==> config.mk <==
export PLATFORM = sky130hd
export DESIGN_NAME = pipeline_hazard_ctrl
export DESIGN_NICKNAME = d
export VERILOG_FILES = /design/src/rtl/pipeline_hazard_ctrl.sv
export SDC_FILE = /design/constraint.sdc
export NUM_CORES = 1
export LEC_CHECK = 0
export ABC_AREA = 1
export CORE_MARGIN = 3
export CORE_UTILIZATION = 28
export DETAILED_ROUTE_END_ITERATION = 16
export DONT_BUFFER_PORTS = 1
export REMOVE_ABC_BUFFERS = 1
export SETUP_SLACK_MARGIN = 0.5
export SLEW_MARGIN = 20
export SYNTH_ARGS = -nofsm -noshare
export SYNTH_HDL_FRONTEND = slang
export SYNTH_SLANG_ARGS = --single-unit
==> constraint.sdc <==
create_clock -name i_clk -period 1.93 [get_ports i_clk]
set_input_delay 0.193 -clock i_clk [delete_from_list [all_inputs] [get_ports i_clk]]
set_output_delay 0.193 -clock i_clk [all_outputs]
set_load 0.005 [all_outputs]
==> src/rtl/pipeline_hazard_ctrl.sv <==
// Pipeline sequencing controller: stall/flush/bubble generation for load-use, branch redirect and
// data-memory waits, with a wait watchdog. Optional perf counters under `HAZARD_PERF_CNT_EN`.
module pipeline_hazard_ctrl #(
  parameter int MEM_TIMEOUT = 256,
  parameter int TO_CNT_W    = 9
) (
  input  logic        i_clk,
  input  logic        i_rst_n,
  input  logic [4:0]  i_id_rs1,
  input  logic [4:0]  i_id_rs2,
  input  logic        i_id_uses_rs1,
  input  logic        i_id_uses_rs2,
  input  logic [4:0]  i_ex_rd,
  input  logic        i_ex_mem_read,
  input  logic        i_ex_branch_taken,
  input  logic        i_mem_req,
  input  logic        i_mem_ready,
  output logic        o_stall_pc,
  output logic        o_stall_if_id,
  output logic        o_stall_id_ex,
  output logic        o_stall_ex_mem,
  output logic        o_flush_if_id,
  output logic        o_flush_id_ex,
  output logic        o_bubble_mem_wb,
  output logic        o_redirect_en,
  output logic        o_mem_timeout,
  output logic        o_halted
`ifdef HAZARD_PERF_CNT_EN
  ,
  output logic [31:0] o_perf_lu_stalls,
  output logic [31:0] o_perf_mem_stall_cycles,
  output logic [31:0] o_perf_flushes
`endif
);

  localparam logic [1:0] S_RUN  = 2'd0;
  localparam logic [1:0] S_WAIT = 2'd1;
  localparam logic [1:0] S_HALT = 2'd2;

  localparam bit                  TO_EN   = (MEM_TIMEOUT != 0);
  localparam logic [TO_CNT_W-1:0] TO_VAL  = TO_CNT_W'(MEM_TIMEOUT);
  localparam logic [TO_CNT_W-1:0] CNT_ONE = TO_CNT_W'(1);

  logic [1:0]          r_state;
  logic [1:0]          w_state_next;
  logic [TO_CNT_W-1:0] r_cnt;
  logic [TO_CNT_W-1:0] w_cnt_next;
  logic [TO_CNT_W-1:0] w_cnt_inc;
  logic                r_timeout;
  logic                w_set_timeout;
  logic                w_mem_stall;
  logic                w_lu_hazard;
  logic                w_active;
  logic                w_do_branch;
  logic                w_do_lu;

  assign w_mem_stall = i_mem_req & ~i_mem_ready;
  assign w_lu_hazard = i_ex_mem_read & (i_ex_rd != 5'd0) &
                       ((i_id_uses_rs1 & (i_id_rs1 == i_ex_rd)) |
                        (i_id_uses_rs2 & (i_id_rs2 == i_ex_rd)));

  assign w_active    = (r_state != S_HALT);
  assign w_do_branch = w_active & ~w_mem_stall & i_ex_branch_taken;
  assign w_do_lu     = w_active & ~w_mem_stall & ~i_ex_branch_taken & w_lu_hazard;

  assign w_cnt_inc = (r_cnt == {TO_CNT_W{1'b1}}) ? r_cnt : r_cnt + CNT_ONE;

  // The count after this cycle equals the number of consecutive stalled cycles seen so far.
  always_comb begin
    w_state_next  = r_state;
    w_cnt_next    = r_cnt;
    w_set_timeout = 1'b0;
    case (r_state)
      S_RUN: begin
        if (w_mem_stall) begin
          w_cnt_next = CNT_ONE;
          if (TO_EN && (TO_VAL == CNT_ONE)) begin
            w_state_next  = S_HALT;
            w_set_timeout = 1'b1;
          end else begin
            w_state_next = S_WAIT;
          end
        end
      end
      S_WAIT: begin
        if (w_mem_stall) begin
          w_cnt_next = w_cnt_inc;
          if (TO_EN && (w_cnt_inc == TO_VAL)) begin
            w_state_next  = S_HALT;
            w_set_timeout = 1'b1;
          end
        end else begin
          w_state_next = S_RUN;
          w_cnt_next   = '0;
        end
      end
      S_HALT: begin
        w_state_next = S_HALT;
      end
      default: begin
        w_state_next = S_RUN;
        w_cnt_next   = '0;
      end
    endcase
  end

  always_ff @(posedge i_clk or negedge i_rst_n) begin
    if (!i_rst_n) begin
      r_state   <= S_RUN;
      r_cnt     <= '0;
      r_timeout <= 1'b0;
    end else begin
      r_state <= w_state_next;
      r_cnt   <= w_cnt_next;
      if (w_set_timeout) begin
        r_timeout <= 1'b1;
      end
    end
  end

  // Outputs follow the inputs with no latency; reset forces them low even while inputs are active.
  always_comb begin
    o_stall_pc      = 1'b0;
    o_stall_if_id   = 1'b0;
    o_stall_id_ex   = 1'b0;
    o_stall_ex_mem  = 1'b0;
    o_flush_if_id   = 1'b0;
    o_flush_id_ex   = 1'b0;
    o_bubble_mem_wb = 1'b0;
    o_redirect_en   = 1'b0;
    o_mem_timeout   = 1'b0;
    o_halted        = 1'b0;
    if (i_rst_n) begin
      o_mem_timeout = r_timeout;
      if (!w_active || w_mem_stall) begin
        o_stall_pc      = 1'b1;
        o_stall_if_id   = 1'b1;
        o_stall_id_ex   = 1'b1;
        o_stall_ex_mem  = 1'b1;
        o_bubble_mem_wb = 1'b1;
        o_halted        = !w_active;
      end else if (w_do_branch) begin
        o_redirect_en = 1'b1;
        o_flush_if_id = 1'b1;
        o_flush_id_ex = 1'b1;
      end else if (w_do_lu) begin
        o_stall_pc    = 1'b1;
        o_stall_if_id = 1'b1;
        o_flush_id_ex = 1'b1;
      end
    end
  end

`ifdef HAZARD_PERF_CNT_EN
  logic [31:0] r_perf_lu;
  logic [31:0] r_perf_mem;
  logic [31:0] r_perf_flush;

  always_ff @(posedge i_clk or negedge i_rst_n) begin
    if (!i_rst_n) begin
      r_perf_lu    <= '0;
      r_perf_mem   <= '0;
      r_perf_flush <= '0;
    end else begin
      if (w_do_lu) begin
        r_perf_lu <= r_perf_lu + 32'd1;
      end
      if (w_active && w_mem_stall) begin
        r_perf_mem <= r_perf_mem + 32'd1;
      end
      if (w_do_branch) begin
        r_perf_flush <= r_perf_flush + 32'd1;
      end
    end
  end

  assign o_perf_lu_stalls        = r_perf_lu;
  assign o_perf_mem_stall_cycles = r_perf_mem;
  assign o_perf_flushes          = r_perf_flush;
`endif

endmodule
==> results.sh, run 1 <==
export IMPL_antenna_violations_before_repair=0
export IMPL_end_kind="output port"
export IMPL_yosys_area_top_type="sky130_fd_sc_hd__dfrtp_1"
export IMPL_final_hold_violation_count=0
export IMPL_antennaDiodeCount=0
export IMPL_tritoncts_clock_tree="yes"
export IMPL_finalPower_mw=0.492
export IMPL_netSwitchingFraction_pct=26.4
export IMPL_max_clock_freq_mhz=647
export IMPL_grt_remaining_overflow=0
export IMPL_post_dp_hpwl_mm=1.75
export IMPL_net_switching_power_mw=0.130
export IMPL_number_of_placement_rows=21
export IMPL_synth_area_leaders="sky130_fd_sc_hd__dfrtp_1, sky130_fd_sc_hd__nand2_1, sky130_fd_sc_hd__inv_1, sky130_fd_sc_hd__nand3_1, sky130_fd_sc_hd__nor2_1"
export IMPL_syn_instance_count=157
export IMPL_grt_first_pass_wirelength_mm=4.06
export IMPL_combPwrFrac_pct=15.5
export IMPL_io_pins=33
export IMPL_power_share_clock_pct=31.0
export IMPL_clk_path_buf_depth=2
export IMPL_status="complete, no violations"
export IMPL_yosysWarningCount=0
export IMPL_cts_htree_levels=1
export IMPL_grt_start_max_net_pins=13
export IMPL_place_ws_ns=0.359
export IMPL_synth_top_area_share_pct=29.6
export IMPL_gp_routability_congestion=0.865
export IMPL_sequentialPowerShare_pct=53.5
export IMPL_startpoint_type="register"
export IMPL_cap_violations=0
export IMPL_maxSlewHeadroom_pct=62.5
export IMPL_synthXorXnorAreaFrac_pct=5.17
export IMPL_synth_area_per_cell_um2=6.47
export IMPL_rsz0062_at_grt="yes"
export IMPL_num_nets_final=194
export IMPL_critPathArrivalTime_ns=1.35
export IMPL_synth_cell_area_mm2=0.00102
export IMPL_route_vias_total=1041
export IMPL_synth_seq_cells=12
export IMPL_initial_core_util_pct=29.7
export IMPL_min_period_ns=1.55
export IMPL_placed_cell_area_mm2=0.00104
export IMPL_yosys_area_share_adder_pct=1.23
export IMPL_detail_route_wl_per_cell_um=11.8
export IMPL_clk_root_buffer_cell="sky130_fd_sc_hd__clkbuf_4"
export IMPL_worst_slew_pin_slew_ns=0.561
export IMPL_fp_dieArea_mm2=0.00439
export IMPL_cts_clk_slew_worst_paths_ns=0.07
export IMPL_firstDrtPassIters=4
export IMPL_synthMuxAreaShare_pct=0
export IMPL_setup_tns_ns=0
export IMPL_core_area_mm2=0.00342
export IMPL_synth_simple_gate_area_share_pct=38.7
export IMPL_final_min_period_over_clock_period_pct=80.1
export IMPL_route_antenna_remaining_nets=0
export IMPL_drt_vias_per_instance=4.86
export IMPL_intPower_mw=0.362
export IMPL_synth_compound_area_share_pct=12.1
export IMPL_finalMaxSlewViolations=0
export IMPL_grt_pass1_vias=925
export IMPL_hold_class="in -> reg"
export IMPL_ir_worst_vdd_uv=238
export IMPL_die_w_um=66.2
export IMPL_drt_iter0_drc=49
export IMPL_final_setup_fails=0
export IMPL_pwr_cell_area_mw_per_mm2=387
export IMPL_clock_skew_ns=0.00213
export IMPL_post_route_cells_drive_above_1_share_pct=30.4
export IMPL_worst_endpoint_required_ns=1.74
export IMPL_total_clock_sinks=12
export IMPL_critPathKind="reg -> out"
export IMPL_number_of_remaining_drc_errors=0
export IMPL_combinational_family_with_the_most_area_after_synthesis="simple AND/OR/NAND/NOR gates"
export IMPL_layout_area_overhead_vs_synth_pct=25.1
export IMPL_final_cell_area_mm2=0.00127
export IMPL_grt_resource_usage_total_pct=12.2
export IMPL_die_h_um=66.2
export IMPL_cts_inserted_buffers=3
export IMPL_yosys_cell_types_count=25
export IMPL_highest_fanout_seen_on_the_critical_path=2
export IMPL_finalCoreUtilization_pct=37.2
export IMPL_port_buffers=0
export IMPL_final_setup_worst_slack_ns=0.384
export IMPL_layout_filler_cells=374
export IMPL_totalWireLength_mm=2.53
export IMPL_clk_latency_ns=0.27
export IMPL_total_leakage_power_nw=0.627
export IMPL_register_area_share_after_synthesis_pct=29.6
==> power groups by stage <==
| stage | registers [mW] | logic [mW] | clock network, mW |
|---|---|---|---|
| floorplan | 0.265 | 0.0492 | 0 |
| global placement | 0.267 | 0.0565 | 0 |
| detailed placement | 0.267 | 0.0567 | 0 |
| CTS | 0.263 | 0.0685 | 0.157 |
| global route | 0.264 | 0.0863 | 0.173 |
| finish | 0.263 | 0.0763 | 0.152 |
==> repair_timing <==
| action | in CTS | in global routing |
|---|---|---|
| hold endpoints to repair | 12 | 0 |
| hold buffers | 1 | 0 |
| gates resized for setup | 11 | 28 |
| setup endpoints to repair | 15 | 18 |
| setup buffers | 8 | 3 |
| pin swaps | 5 | 9 |
==> cells by family (layout without fill, tap and decap cells) <==
group | Yosys count | count (layout)
AO/OA/AOI/OAI | 22 | 22
XOR/XNOR | 6 | 6
adder cells (fa/ha/maj) | 1 | 1
buffers and inverters | 32 | 43
flip-flops | 12 | 12
AND/OR/NAND/NOR | 84 | 84
==> state kept, by name (all words and copies together), names as in the netlist <==
name	flops
r_cnt	9
r_state	2
r_timeout	1
==> cell usage in the layout, fill, tap and decap left out, types with 3 or more instances in the layout <==
master                     synthesis  routed
sky130_fd_sc_hd__a21oi_1           6       4
sky130_fd_sc_hd__buf_4             4       7
sky130_fd_sc_hd__buf_6             0       4
sky130_fd_sc_hd__clkbuf_4          0       3
sky130_fd_sc_hd__dfrtp_1          12      10
sky130_fd_sc_hd__inv_1            28      24
sky130_fd_sc_hd__inv_2             0       4
sky130_fd_sc_hd__nand2_1          43      33
sky130_fd_sc_hd__nand2_2           1      10
sky130_fd_sc_hd__nand3_1          12       9
sky130_fd_sc_hd__nand3_2           0       3
sky130_fd_sc_hd__nand4_1           5       5
sky130_fd_sc_hd__nor2_1           15      11
sky130_fd_sc_hd__nor2_2            1       4
sky130_fd_sc_hd__o21ai_0           9       6
sky130_fd_sc_hd__o21ai_1           1       3
sky130_fd_sc_hd__xnor2_1           3       3
sky130_fd_sc_hd__xor2_1            3       3
==> synthesized netlist by cell type <==
| cell | instances |
|---|---|
| sky130_fd_sc_hd__a21oi_1 | 6 |
| sky130_fd_sc_hd__a31oi_1 | 1 |
| sky130_fd_sc_hd__buf_4 | 4 |
| sky130_fd_sc_hd__nor2_2 | 1 |
| sky130_fd_sc_hd__nand2_2 | 1 |
| sky130_fd_sc_hd__nand3_4 | 1 |
| sky130_fd_sc_hd__a22oi_1 | 1 |
| sky130_fd_sc_hd__o21ai_0 | 9 |
| sky130_fd_sc_hd__nor2_1 | 15 |
| sky130_fd_sc_hd__o21ai_1 | 1 |
| sky130_fd_sc_hd__inv_1 | 28 |
| sky130_fd_sc_hd__nor2_4 | 1 |
| sky130_fd_sc_hd__a31o_2 | 1 |
| sky130_fd_sc_hd__nand2_1 | 43 |
| sky130_fd_sc_hd__nand4_1 | 5 |
| sky130_fd_sc_hd__xnor2_1 | 3 |
| sky130_fd_sc_hd__xor2_1 | 3 |
| sky130_fd_sc_hd__o22ai_1 | 2 |
| sky130_fd_sc_hd__dfrtp_1 | 12 |
| sky130_fd_sc_hd__ha_1 | 1 |
| sky130_fd_sc_hd__o21bai_1 | 1 |
| sky130_fd_sc_hd__or2_2 | 2 |
| sky130_fd_sc_hd__nor2_8 | 1 |
| sky130_fd_sc_hd__nand3_1 | 12 |
| sky130_fd_sc_hd__nor3_1 | 2 |
==> stage by stage <==
stage / std cells / hold slack [ns]
2_1_floorplan: 153 / -0.103
3_3_place_gp: 199 / -0.102
3_5_place_dp: 199 / -0.102
4_1_cts: 211 / 0.180
5_1_grt: 214 / 0.205
6_report: 214 / 0.189
==> layer usage <==
| layer | vias up | GRT usage [%] | wire, um |
|---|---|---|---|
| li1 | 520 | - | - |
| met1 | 470 | 15.3 | 1080 |
| met2 | 43 | 18.6 | 1210 |
| met3 | 8 | 4.25 | 183 |
| met4 | 0 | 5.84 | 53 |
| met5 | - | 0 | 0 |
==> final cells by class <==
cell class | instances | area, um^2 | share of cell area [%]
well taps | 46 | 57.6 | 4.53
clock buffers | 3 | 22.5 | 1.77
repair buffers | 12 | 108 | 8.46
inverters | 28 | 105 | 8.27
flip-flops and latches | 12 | 303 | 23.8
multi-input cells | 113 | 676 | 53.1
==> critical path, cell delays in order (launching register included) <==
cell and delay, ns:
sky130_fd_sc_hd__dfrtp_1 0.37, sky130_fd_sc_hd__inv_2 0.05, sky130_fd_sc_hd__nand2_2 0.07, sky130_fd_sc_hd__nand2_2 0.05
sky130_fd_sc_hd__inv_2 0.06, sky130_fd_sc_hd__nand3_2 0.05, sky130_fd_sc_hd__a31oi_1 0.14, sky130_fd_sc_hd__nand2_1 0.11
sky130_fd_sc_hd__a21oi_2 0.19
==> worst paths after layout <==
kind | depth (start not counted) | to | from | slack [ns]
max reg2reg | 11 | r_state[0]$_DFFE_PN0P_ | r_cnt[1]$_DFFE_PN0P_ | 0.43
min reg2reg | 2 | r_timeout$_DFFE_PN0P_ | r_timeout$_DFFE_PN0P_ | 0.46
max | 8 | o_stall_if_id | r_state[0]$_DFFE_PN0P_ | 0.38
max in group asynchronous | 1 | r_cnt[2]$_DFFE_PN0P_ | i_rst_n | 1.18
min in group asynchronous | 1 | r_cnt[6]$_DFFE_PN0P_ | i_rst_n | 0.35
min | 4 | r_state[0]$_DFFE_PN0P_ | i_mem_req | 0.19
Note: power is estimated with default switching activity, not from simulation.
==> run 2: changes to the inputs <==
==> constraint.sdc (replaced) <==
create_clock -name i_clk -period 1.54 [get_ports i_clk]
set_input_delay 0.154 -clock i_clk [delete_from_list [all_inputs] [get_ports i_clk]]
set_output_delay 0.154 -clock i_clk [all_outputs]
set_load 0.005 [all_outputs]
==> run 2 against run 1 <==
  * The run now ends with negative setup slack left
  * Final cell count grew 3.7%
  * Sequential share of layout area shrank 2.7 points
  * Largest power group unchanged
  * Setup slack lost 0.39 ns
==> results.sh, run 2 (synthesis results as in run 1) <==
export IMPL_hold_class="in -> reg"
export IMPL_io_pins=33
export IMPL_net_switching_power_mw=0.200
export IMPL_sequentialPowerShare_pct=46.1
export IMPL_finalMaxSlewViolations=0
export IMPL_critPathKind="reg -> out"
export IMPL_grt_resource_usage_total_pct=13.0
export IMPL_fp_dieArea_mm2=0.00439
export IMPL_detail_route_wl_per_cell_um=12.3
export IMPL_total_clock_sinks=12
export IMPL_critical_path_startpoint="r_state[0]$_DFFE_PN0P_"
export IMPL_route_vias_total=1053
export IMPL_clock_skew_ns=0.00319
export IMPL_grt_first_pass_wirelength_mm=4.43
export IMPL_final_setup_worst_slack_ns=-0.00158
export IMPL_regMostFlops="r_cnt"
export IMPL_initial_core_util_pct=29.7
export IMPL_gp_routability_congestion=0.840
export IMPL_grt_start_max_net_pins=13
export IMPL_r2r_slack_ns=0.02
export IMPL_die_w_um=66.2
export IMPL_multi_input_gate_area_in_the_final_layout_um2=749
export IMPL_endpoint_of_the_most_critical_register_to_register_path="r_cnt[6]$_DFFE_PN0P_"
export IMPL_firstDrtPassIters=4
export IMPL_cap_violations=0
export IMPL_status="finished with violations"
export IMPL_route_antenna_remaining_nets=0
export IMPL_intPower_mw=0.517
export IMPL_timing_reg2reg_worst_path_depth=9
export IMPL_post_dp_hpwl_mm=1.80
export IMPL_ir_worst_vdd_uv=263
export IMPL_layout_cells_most_common="sky130_fd_sc_hd__nand2_1"
export IMPL_port_buffers=0
export IMPL_final_min_period_over_clock_period_pct=100
export IMPL_startpoint_type="register"
export IMPL_drt_vias_per_instance=4.74
export IMPL_number_of_remaining_drc_errors=0
export IMPL_cts_inserted_buffers=3
export IMPL_numPlacedInstances=202
export IMPL_drt_iter0_drc=57
export IMPL_leading_cell_types_in_the_layout_fill_and_taps_excluded="sky130_fd_sc_hd__nand2_1, sky130_fd_sc_hd__inv_1, sky130_fd_sc_hd__nand2_2"
export IMPL_maxSlewHeadroom_pct=61.4
export IMPL_clk_root_buffer_cell="sky130_fd_sc_hd__clkbuf_4"
export IMPL_max_clock_freq_mhz=649
export IMPL_grt_pass1_vias=1014
export IMPL_critPathArrivalTime_ns=1.39
export IMPL_total_leakage_power_nw=0.689
export IMPL_combPwrFrac_pct=15.9
export IMPL_end_kind="output port"
export IMPL_min_period_ns=1.54
export IMPL_power_share_clock_pct=38.0
export IMPL_cts_clk_slew_worst_paths_ns=0.09
export IMPL_tritoncts_clock_tree="yes"
export IMPL_failing_checks="negative setup slack"
export IMPL_totalWireLength_mm=2.72
export IMPL_grt_remaining_overflow=0
export IMPL_highest_fanout_seen_on_the_critical_path=2
export IMPL_num_nets_final=201
export IMPL_number_of_placement_rows=21
export IMPL_final_setup_fails=2
export IMPL_hold_slack_ns=0.136
export IMPL_antennaDiodeCount=0
export IMPL_final_cells=222
export IMPL_cts_htree_levels=1
export IMPL_antenna_violations_before_repair=0
export IMPL_register_area_um2=304
export IMPL_layout_filler_cells=354
export IMPL_worstReg2RegStart="r_cnt[0]$_DFFE_PN0P_"
export IMPL_worst_setup_path_endpoint="o_stall_if_id"
export IMPL_worst_endpoint_required_ns=1.39
export IMPL_clk_latency_ns=0.29
export IMPL_largest_reg_flops=9
export IMPL_clk_path_buf_depth=2
export IMPL_pwr_cell_area_mw_per_mm2=498
export IMPL_biggestRegsByFlops="r_cnt (9), r_state (2), r_timeout (1)"
export IMPL_worst_slew_pin_slew_ns=0.576
export IMPL_die_h_um=66.2
export IMPL_rsz0062_at_grt="yes"
export IMPL_finalPower_mw=0.717
export IMPL_layout_area_overhead_vs_synth_pct=41.7
export IMPL_netSwitchingFraction_pct=27.9
export IMPL_post_route_cells_drive_above_1_share_pct=41.5
export IMPL_core_area_mm2=0.00342
export IMPL_final_hold_violation_count=0
## run 2: cell types whose count changed in the layout (fill, tap and decap cells not counted), sizes merged
cell	previous run	this run
buf	11	18
clkbuf	3	4
## run 2: repair_timing
item                       in CTS  in global routing
hold buffers                    1                  0
resized for setup              38                 31
setup endpoints to repair      21                 21
pin swaps                       9                 19
hold endpoints to repair       12                  0
setup buffers                  12                  3
## run 2: routing by layer
metal  share of wire, %  track usage, %  vias to the layer above
met5                  0               0                        -
met4               0.66            3.30                        0
met3                5.5            3.06                        6
met2                 51            22.4                       41
met1                 43            16.0                      472
li1                   -               -                      534
## run 2: power groups by stage
stage | Clock, mW | Combinational [mW] | Sequential [mW]
floorplan | 0 | 0.0616 | 0.333
CTS | 0.277 | 0.0951 | 0.330
finish | 0.273 | 0.114 | 0.330
global placement | 0 | 0.0715 | 0.335
detailed placement | 0 | 0.0714 | 0.335
global route | 0.287 | 0.129 | 0.330
## run 2: cell type report
| class | count | share of cell area [%] |
|---|---|---|
| well taps | 46 | 4.00 |
| clock buffers | 4 | 2.52 |
| repair buffers | 19 | 12.7 |
| flip-flops and latches | 12 | 21.1 |
| multi-input cells | 113 | 52.0 |
| inverters | 28 | 7.65 |
## run 2: worst min path at each step
stage          cells after the start  slack [ns]      start                endpoint
6_report                           4        0.14  i_mem_req  r_state[0]$_DFFE_PN0P_
2_1_floorplan                      0       -0.14    i_rst_n    r_cnt[0]$_DFFE_PN0P_
3_3_place_gp                       0       -0.14    i_rst_n    r_cnt[3]$_DFFE_PN0P_
4_1_cts                            4        0.12  i_mem_req  r_state[0]$_DFFE_PN0P_
3_5_place_dp                       0       -0.14    i_rst_n    r_cnt[3]$_DFFE_PN0P_
5_1_grt                            4        0.16  i_mem_req  r_state[0]$_DFFE_PN0P_
## run 2: worst max-delay path, stage by stage (launching register included)
cell,delay [ns]
sky130_fd_sc_hd__dfrtp_1,0.38
sky130_fd_sc_hd__inv_2,0.05
sky130_fd_sc_hd__nand2_2,0.06
sky130_fd_sc_hd__nand2_2,0.05
sky130_fd_sc_hd__inv_2,0.06
sky130_fd_sc_hd__nand3_2,0.05
sky130_fd_sc_hd__a31oi_1,0.14
sky130_fd_sc_hd__nand2_1,0.12
sky130_fd_sc_hd__a21oi_2,0.19
## run 2: through the flow
step	worst slack, ns	cell area, um^2	util [%]	TNS [ns]
global placement	0.0241	1070	31.2	0
floorplan	0.0890	986	-	0
finish	-0.00158	1440	42.2	-0.00316
CTS	-0.0137	1310	38.4	-0.0274
global route	-0.130	1440	42.2	-0.632
detailed placement	-0.0270	1070	31.2	-0.0806
==> run 3: changes to the inputs <==
--- a/config.mk
+++ b/config.mk
@@ -10,6 +10,7 @@
 export CORE_UTILIZATION = 28
 export DETAILED_ROUTE_END_ITERATION = 16
 export DONT_BUFFER_PORTS = 1
+export GPL_ROUTABILITY_DRIVEN = 0
 export REMOVE_ABC_BUFFERS = 1
 export SETUP_SLACK_MARGIN = 0.5
 export SLEW_MARGIN = 20
==> results of run 3 <==
Final layout, timing and power as in run 2 (identical DEF).
